`src/rtl/store_write_buffer.sv`:
```
// store_write_buffer: posted-store FIFO between the core store path and the
// data-memory write port, with store-to-load forwarding from the youngest
// matching entry.
// Optional feature macro: STORE_WRITE_BUFFER_COALESCE_EN
//   defined   -> a store to the youngest entry's address overwrites it in place
//   undefined -> every accepted store allocates a new entry
module store_write_buffer #(
    parameter  int DEPTH  = 4,
    parameter  int ADDR_W = 64,
    parameter  int DATA_W = 64,
    localparam int PTR_W  = $clog2(DEPTH),
    localparam int CNT_W  = $clog2(DEPTH + 1)
) (
    input  logic              CLK,
    input  logic              resetl,
    input  logic              st_valid,
    input  logic [ADDR_W-1:0] st_addr,
    input  logic [DATA_W-1:0] st_data,
    output logic              st_ready,
    input  logic [ADDR_W-1:0] ld_addr,
    output logic              ld_hit,
    output logic [DATA_W-1:0] ld_data,
    output logic              mem_wr_valid,
    output logic [ADDR_W-1:0] mem_wr_addr,
    output logic [DATA_W-1:0] mem_wr_data,
    input  logic              mem_wr_ready,
    output logic [CNT_W-1:0]  count,
    output logic              empty,
    output logic              full
);

    typedef struct packed {
        logic [ADDR_W-1:0] addr;
        logic [DATA_W-1:0] data;
    } entry_t;

    entry_t [DEPTH-1:0] ent_q;
    logic [PTR_W-1:0]   head_q, tail_q, young;
    logic [CNT_W-1:0]   cnt_q;
    logic               push, pop, coal;
    logic [DEPTH-1:0]   hit_v;

    assign empty        = (cnt_q == '0);
    assign full         = (cnt_q == CNT_W'(DEPTH));
    assign count        = cnt_q;
    assign mem_wr_valid = !empty;
    assign mem_wr_addr  = ent_q[head_q].addr;
    assign mem_wr_data  = ent_q[head_q].data;
    assign pop          = !empty && mem_wr_ready;
    assign young        = tail_q - PTR_W'(1);

`ifdef STORE_WRITE_BUFFER_COALESCE_EN
    // Merge into the youngest entry unless that entry is the lone head leaving
    // this cycle; full implies count >= 2, so ready never depends on mem_wr_ready.
    assign coal     = st_valid && !empty && (st_addr == ent_q[young].addr) &&
                      !(pop && cnt_q == CNT_W'(1));
    assign st_ready = !full || coal;
`else
    assign coal     = 1'b0;
    assign st_ready = !full;
`endif

    assign push = st_valid && st_ready && !coal;

    // Per-slot match: slot is occupied when its age from head is below count.
    for (genvar g = 0; g < DEPTH; g++) begin : g_match
        assign hit_v[g] = (CNT_W'(PTR_W'(g) - head_q) < cnt_q) &&
                          (ent_q[g].addr == ld_addr);
    end

    assign ld_hit = |hit_v;

    // Walk oldest to youngest so the last (youngest) match wins.
    always_comb begin
        logic [PTR_W-1:0] idx;
        ld_data = '0;
        idx     = '0;
        for (int k = 0; k < DEPTH; k++) begin
            idx = head_q + PTR_W'(k);
            if (hit_v[idx]) ld_data = ent_q[idx].data;
        end
    end

    // Queue state: entries, pointers and explicit occupancy count.
    always_ff @(posedge CLK or negedge resetl) begin
        if (!resetl) begin
            ent_q  <= '0;
            head_q <= '0;
            tail_q <= '0;
            cnt_q  <= '0;
        end else begin
            if (push) begin
                ent_q[tail_q] <= {st_addr, st_data};
                tail_q        <= tail_q + PTR_W'(1);
            end
            if (coal) ent_q[young].data <= st_data;
            if (pop)  head_q <= head_q + PTR_W'(1);
            case ({push, pop})
                2'b10:   cnt_q <= cnt_q + CNT_W'(1);
                2'b01:   cnt_q <= cnt_q - CNT_W'(1);
                default: cnt_q <= cnt_q;
            endcase
        end
    end

endmodule
```
`config.mk`:
```
export PLATFORM = sky130hd
export DESIGN_NAME = store_write_buffer
export DESIGN_NICKNAME = d
export VERILOG_FILES = /design/src/rtl/store_write_buffer.sv
export SDC_FILE = /design/constraint.sdc
export NUM_CORES = 1
export LEC_CHECK = 0
export CAP_MARGIN = 10
export CELL_PAD_IN_SITES_DETAIL_PLACEMENT = 1
export CELL_PAD_IN_SITES_GLOBAL_PLACEMENT = 1
export CORE_MARGIN = 5
export CORE_UTILIZATION = 52
export CTS_BUF_LIST = sky130_fd_sc_hd__clkbuf_8
export DETAILED_ROUTE_END_ITERATION = 6
export PLACE_DENSITY_LB_ADDON = 0.1
export SLEW_MARGIN = 15
export SYNTH_ARGS = -nofsm -noshare
export SYNTH_HDL_FRONTEND = slang
export SYNTH_SLANG_ARGS = --single-unit
```
`constraint.sdc`:
```
create_clock -name CLK -period 9.8 [get_ports CLK]
set_input_delay 1.47 -clock CLK [delete_from_list [all_inputs] [get_ports CLK]]
set_output_delay 1.47 -clock CLK [all_outputs]
set_load 0.1 [all_outputs]
```
After elaboration in Yosys (flattened, before gate mapping) --
Cells that the tools add are included.
Word-level totals: register bits after elaboration 519, latch bits 0, RAM bits 0, ROM bits 0, bits of input ports 196, output and inout bits 200, logic and storage cells 74, memories kept 0
Cells by class: add/subtract/negate cells 10, multiply operators 0, div/mod/pow operators 0, order comparisons 10, eq/ne operators 7, shift-type cells 0, muxes and demuxes 24, bitwise logic cells 0, reductions and logical operators 12
Operators by type and width (number):
- binary-select mux 128 bit (select 2 bit) | 4
- bitwise mux 512 bit | 1
- two-way mux 64 bit | 7
- demux 128 bit (select 2 bit) | 1
- == test 64 bit | 4
- two-way mux 128 bit | 2
- < comparator 2 x 3 -> 1 bit (second input constant) | 5
- < comparator 3 bit | 4
- binary-select mux 1 bit (select 2 bit) | 4
- logical AND 1 bit | 7
- case mux 3 bit (2 select lines) | 1
- subtractor 1 x 2 -> 3 bit (first input constant) | 2
- subtractor 2 x 2 -> 3 bit (first input constant) | 2
- adder 2 x 1 -> 2 bit (second input constant) | 2
- adder 2 bit (second input constant) | 2
- two-way mux 1 bit | 4
- OR reduction 4 bit | 1
- adder 3 x 1 -> 3 bit (second input constant) | 1
- == test 3 bit (second input constant) | 1
- zero test 3 bit | 1
- subtractor 3 x 1 -> 3 bit (second input constant) | 1
- == test 2 x 1 -> 1 bit (second input constant) | 1
- == test 2 bit (second input constant) | 1
- >= comparator 2 x 1 -> 1 bit (second input constant) | 1
- other kinds (2) | 3

Longest topological paths before layout --
word-level depth 9, gate-level depth with buffers 15, depth with buffers taken out 11

Worst setup path before layout --
No wires, ideal clock.
path kind input -> output, start point input port ld_addr[10], end point output port ld_data[11], data arrival time 5.326 ns, data required time 8.330 ns, path slack 3.004 ns, stages on the path 10, buffers on the path 2, cell sequence buf_2 xor2_1 nor4_1 o211ai_1 nor4_1 nand4_1 a32oi_4 buf_6 nand3_1 a32oi_1
On the way: cells in the longest elaborated chain, start to end 8, elaborated cells between the ends (all ways) 20, classes of those cells eq/ne: 4; mux: 12; reduce/logical: 4
RTL lines:
- from (decl) | RTL line 20 | input logic [ADDR_W-1:0] ld_addr,
- == test 64 bit | RTL line 68 | (ent_q[g].addr == ld_addr);
- logical AND 1 bit | RTL line 67 | assign hit_v[g] = (CNT_W'(PTR_W'(g) - head_q) < cnt_q) &&
- binary-select mux 1 bit (select 2 bit) | RTL line 80 | if (hit_v[idx]) ld_data = ent_q[idx].data;
- two-way mux 1 bit (not written as such) | RTL line 80
- two-way mux 64 bit (3 in series) | RTL line 80
- two-way mux 64 bit * | RTL line 80
- to (decl) | RTL line 22 | output logic [DATA_W-1:0] ld_data,
Mark *: on every way between the ends. The rest lies on a longest branch, timed or not. The select of a mux whose other input is x is not followed.

Worst setup path in the final report --
start point register head_q[0], end point output port ld_data[29]
On the way: cells in the longest elaborated chain, start to end 9, elaborated cells between the ends (all ways) 35, classes of those cells add/sub: 7; order compare: 4; mux: 20; reduce/logical: 4
RTL lines:
- from (decl) | RTL line 38 | logic [PTR_W-1:0] head_q, tail_q, young;
- from (signal assigned) | RTL line 97 | if (pop) head_q <= head_q + PTR_W'(1);
- subtractor 1 x 2 -> 3 bit or subtractor 2 x 2 -> 3 bit (tied branches) | RTL line 67
- < comparator 3 bit | RTL line 67
- logical AND 1 bit | RTL line 67
- binary-select mux 1 bit (select 2 bit) | RTL line 80
- two-way mux 1 bit (not written as such) | RTL line 80
- two-way mux 64 bit (3 in series) | RTL line 80
- two-way mux 64 bit * | RTL line 80
Marks and branches as above.

==> summary by stage <==
Global route
The via count of the first global-routing pass is 26800. The largest net degree at the start of global routing is 170. The initial antenna violation count came to 11. The wire length of the first global-routing pass is 180000 um. For this run, the total global-route usage over all layers was measured as 35.0%. Global routing finished with a remaining overflow of 0.

Worst hold path
For hold timing, the worst endpoint is ent_q[117]$_DFFE_PN0P_. The depth of the worst hold-timing path is 1. In this run the worst hold path is classified as flip-flop to flip-flop. The startpoint identified for the worst hold timing path is ent_q[117]$_DFFE_PN0P_.

Synth
Ranked by total cell area, the synthesized netlist is headed by sky130_fd_sc_hd__dfrtp_1 (40%), sky130_fd_sc_hd__mux2_2 (18%), sky130_fd_sc_hd__mux4_2 (18%), sky130_fd_sc_hd__xor2_1 (5.0%), sky130_fd_sc_hd__mux2i_1 (3.9%). The gate count after technology mapping is around 2500. During synthesis, Yosys emitted a total of 0 warnings. Of the synthesized area, sequential elements account for 39.6%. Of the post-synthesis cell area, the dominant cell type holds roughly 40%. The share of flip-flops with an asynchronous set or reset after synthesis is 100%. Counting every net in the synthesized netlist gives approximately 2700. The most used flip-flop cell after synthesis is sky130_fd_sc_hd__dfrtp_1. The synthesized design contains 0 enable-type register cells. The count of different cell masters after synthesis is 67. The number of storage elements in the synthesis netlist is about 520. sky130_fd_sc_hd__dfrtp_1 takes more of the synthesized area than any other cell. A synthesized cell averages ~13 um2. The cell area after synthesis is between 30000 and 40000 um2.

Finish
Compared with the post-synthesis result, the final layout area differs by 19.2%. The count of nets after finishing is between 3000 and 4000. Fill cells in the final layout number 5991. The post-route netlist has between 30% and 40% of its cells at a drive strength greater than 1.

Routing
The detailed router placed about 25000 vias in this run. The per-cell routed wire length is 32.3 um. In this run the remaining antenna-violating nets after routing total 0. Before antenna repair, the detailed router went through 5 iterations.

The overall routed net length is 121000 um. The final routed DRC violation total is 0. In the routed layout, each cell is associated on average with a via count of approximately 6.6. The DRC violation total after the first TritonRoute iteration is ~2100.

Worst setup path
The startpoint of the worst register-to-register path is count[0]$_DFFE_PN0P_. The critical path endpoint category is a primary output. The endpoint identified for the worst register-to-register timing path is ent_q[109]$_DFFE_PN0P_. The cell repeated most along the worst path is sky130_fd_sc_hd__buf_4. The critical path class is flip-flop to primary output. Traced cell by cell, the critical path runs through clkinv_1, ha_4, ha_1, a21oi_1, o211ai_1, nor4_1, nand4_1, a32oi_4, buf_4, nand3_1, a32oi_1, buf_4. The required time reported for the critical path endpoint is 8.33 ns. The highest net fanout along the worst path is 64. The cell family contributing the most delay on the critical path is buffers and inverters. The slowest cell on the critical path is sky130_fd_sc_hd__nor4_1. The maximum single-stage delay on the critical path is approximately 1.0 ns. The number of buffers and inverters on the critical path is 3. The setup slack on the worst flop-to-flop path is 6.57 ns. Data arrives at the worst endpoint at between 7 and 8 ns. Counting cells, the worst reg-to-reg path comes to 6. The kind of start point of the critical path is a flip-flop.

STA
The slew at the pin closest to its max-slew limit is between 1 and 1.5 ns. The max-slew violation count is 0. Adding up every negative setup slack in the final design gives 0 ns. Measured against its own limit, the worst slew margin works out to between 10% and 20%.

Setup repair after global routing left no endpoint under its margin. The total count of hold-check failures in the final report is 0. The final critical delay including setup and external delays is 8.53 ns.

The worst path uses between 80% and 90% of the clock period. The maximum frequency from static timing analysis is roughly 120 MHz. The final-report setup violation count is 0. The worst clock skew is roughly 0.032 ns.

Clocking
The number of setup buffers added after CTS is 0. CTS built an H-tree with a depth of 3. In this run, post-CTS hold repair placed 0 buffers.

The cell chosen for the clock root is sky130_fd_sc_hd__clkbuf_8. The number of buffers created by CTS is 95. The number of clock sinks is 519. The number of instances resized during post-cts repair is 0.

Clock-pin slew was measured on the worst setup and hold paths at 0.06 ns. TritonCTS built the clock tree. The clock reaches the later pin of the worst-skew pair after 0.71 ns. No sink is reached through more buffers than the 3 on the longest clock path.

Die
The core region is approximately 63000 um2. The floorplan step defined a die boundary enclosing roughly 68000 um2. Row generation in the floorplan step produced 92 rows. The initial core utilization is about 52%. The I/O pin count is roughly 400. From left edge to right edge, the die measures approximately 260 um. The die is between 200 and 300 um tall.

Job
The tool flagged a number of max-cap violations equal to 0.

Placement
The half-perimeter wire length of the detailed placement result is between 80000 and 90000 um. The routability-driven placement congestion ratio is around 1.0. The count of buffers added on input and output ports is slightly below 400.

Outcome
The flow ran to the end, and the final reports show no timing, DRC or antenna violations.
## per-layer routing
metal / global-route usage [%] / routed length, um
met2: 60.0 / 61100
met3: 6.13 / 7590
met1: 43.4 / 45600
met5: 0 / 52
met4: 16.5 / 6670
## per-stage QoR
stage	instance area, um2	instances	hold slack [ns]	setup slack [ns]	util (%)
finish	39100	3743	0.544	1.27	62.3
global route	39100	3740	0.570	0.872	62.3
CTS	39100	3735	0.539	1.22	62.3
detailed placement	37200	3568	0.526	1.56	59.3
global placement	37200	3568	0.521	1.68	59.3
floorplan	32800	2488	0.497	3.00	-
## synthesized netlist by cell type, drive strengths merged, types with 46 or more instances
library cell and n:
buf 65, nor2b 46, nand2 142, nand3 79, a221o 64, dfrtp 519, mux2i 128, xor2 189
mux4 256, clkbuf 126, nor4 71, mux2 512, a32oi 68
## flip-flops by register name, summed over array words and instances, names as in the netlist
register / count
tail_q: 2
head_q: 2
count: 3
ent_q: 512
## logic make-up after synthesis
group                      synth area share (%)
xor gates and xnor gates                   5.74
adders and majority gates                 0.595
muxes                                      39.1
AOI/OAI and AO/OA                          5.06
DFF                                        39.6
buffers and inverters                      3.09
and+or+nand+nor                            6.85
## worst max path at each step
stage                                     start          end  slack (ns)  cells after the start
final                     head_q[0]$_DFFE_PN0P_  ld_data[29]        1.27                     12
after global routing      head_q[0]$_DFFE_PN0P_  ld_data[55]        0.87                     12
after CTS                 head_q[0]$_DFFE_PN0P_  ld_data[29]        1.22                     12
after detailed placement             ld_addr[3]  ld_data[29]        1.56                     11
after global placement               ld_addr[3]  ld_data[55]        1.68                     11
after floorplan                     ld_addr[10]  ld_data[11]        3.00                     10
## area by class of cell
| class | count | area, um2 | share of cell area, % |
|---|---|---|---|
| clock buffer | 116 | 1600 | 4.08 |
| clock inverter | 51 | 293 | 0.749 |
| timing repair buffer | 425 | 4090 | 10.5 |
| inverter | 41 | 154 | 0.394 |
| antenna | 8 | 20.0 | 0.0512 |
| tap | 846 | 1060 | 2.71 |
| sequential | 519 | 13000 | 33.2 |
| multi-input combinational | 1737 | 18900 | 48.3 |
## layout by cell type, fill, tap and decap left out, types with 3 or more instances in the layout
cell                              instances
sky130_fd_sc_hd__mux4_2                 256
sky130_fd_sc_hd__nand2b_1                16
sky130_fd_sc_hd__nor2_1                  18
sky130_fd_sc_hd__nand2_1                138
sky130_fd_sc_hd__nor4_1                  69
sky130_fd_sc_hd__or4_1                    4
sky130_fd_sc_hd__diode_2                  8
sky130_fd_sc_hd__a221o_1                 64
sky130_fd_sc_hd__clkinvlp_4               3
sky130_fd_sc_hd__nor2b_1                 45
sky130_fd_sc_hd__dfrtp_1                517
sky130_fd_sc_hd__xor2_1                 189
sky130_fd_sc_hd__mux2_2                 512
sky130_fd_sc_hd__inv_1                   73
sky130_fd_sc_hd__nor3_1                  13
sky130_fd_sc_hd__xnor2_1                 26
sky130_fd_sc_hd__nand2_4                  4
sky130_fd_sc_hd__buf_4                   89
sky130_fd_sc_hd__buf_12                   5
sky130_fd_sc_hd__a21oi_1                  6
sky130_fd_sc_hd__inv_6                    4
sky130_fd_sc_hd__mux2i_1                128
sky130_fd_sc_hd__clkdlybuf4s50_1        330
sky130_fd_sc_hd__a32oi_1                 67
sky130_fd_sc_hd__nand4_1                 25
sky130_fd_sc_hd__o21ai_0                  6
sky130_fd_sc_hd__clkbuf_8               116
sky130_fd_sc_hd__nand3_1                 78
sky130_fd_sc_hd__a2111oi_0                9
sky130_fd_sc_hd__ha_1                    13
sky130_fd_sc_hd__o2111a_1                 4
sky130_fd_sc_hd__clkinv_2                 8
Power is not shown: default switching activity piles up to over one toggle a cycle in this logic, so the estimate is an artifact.
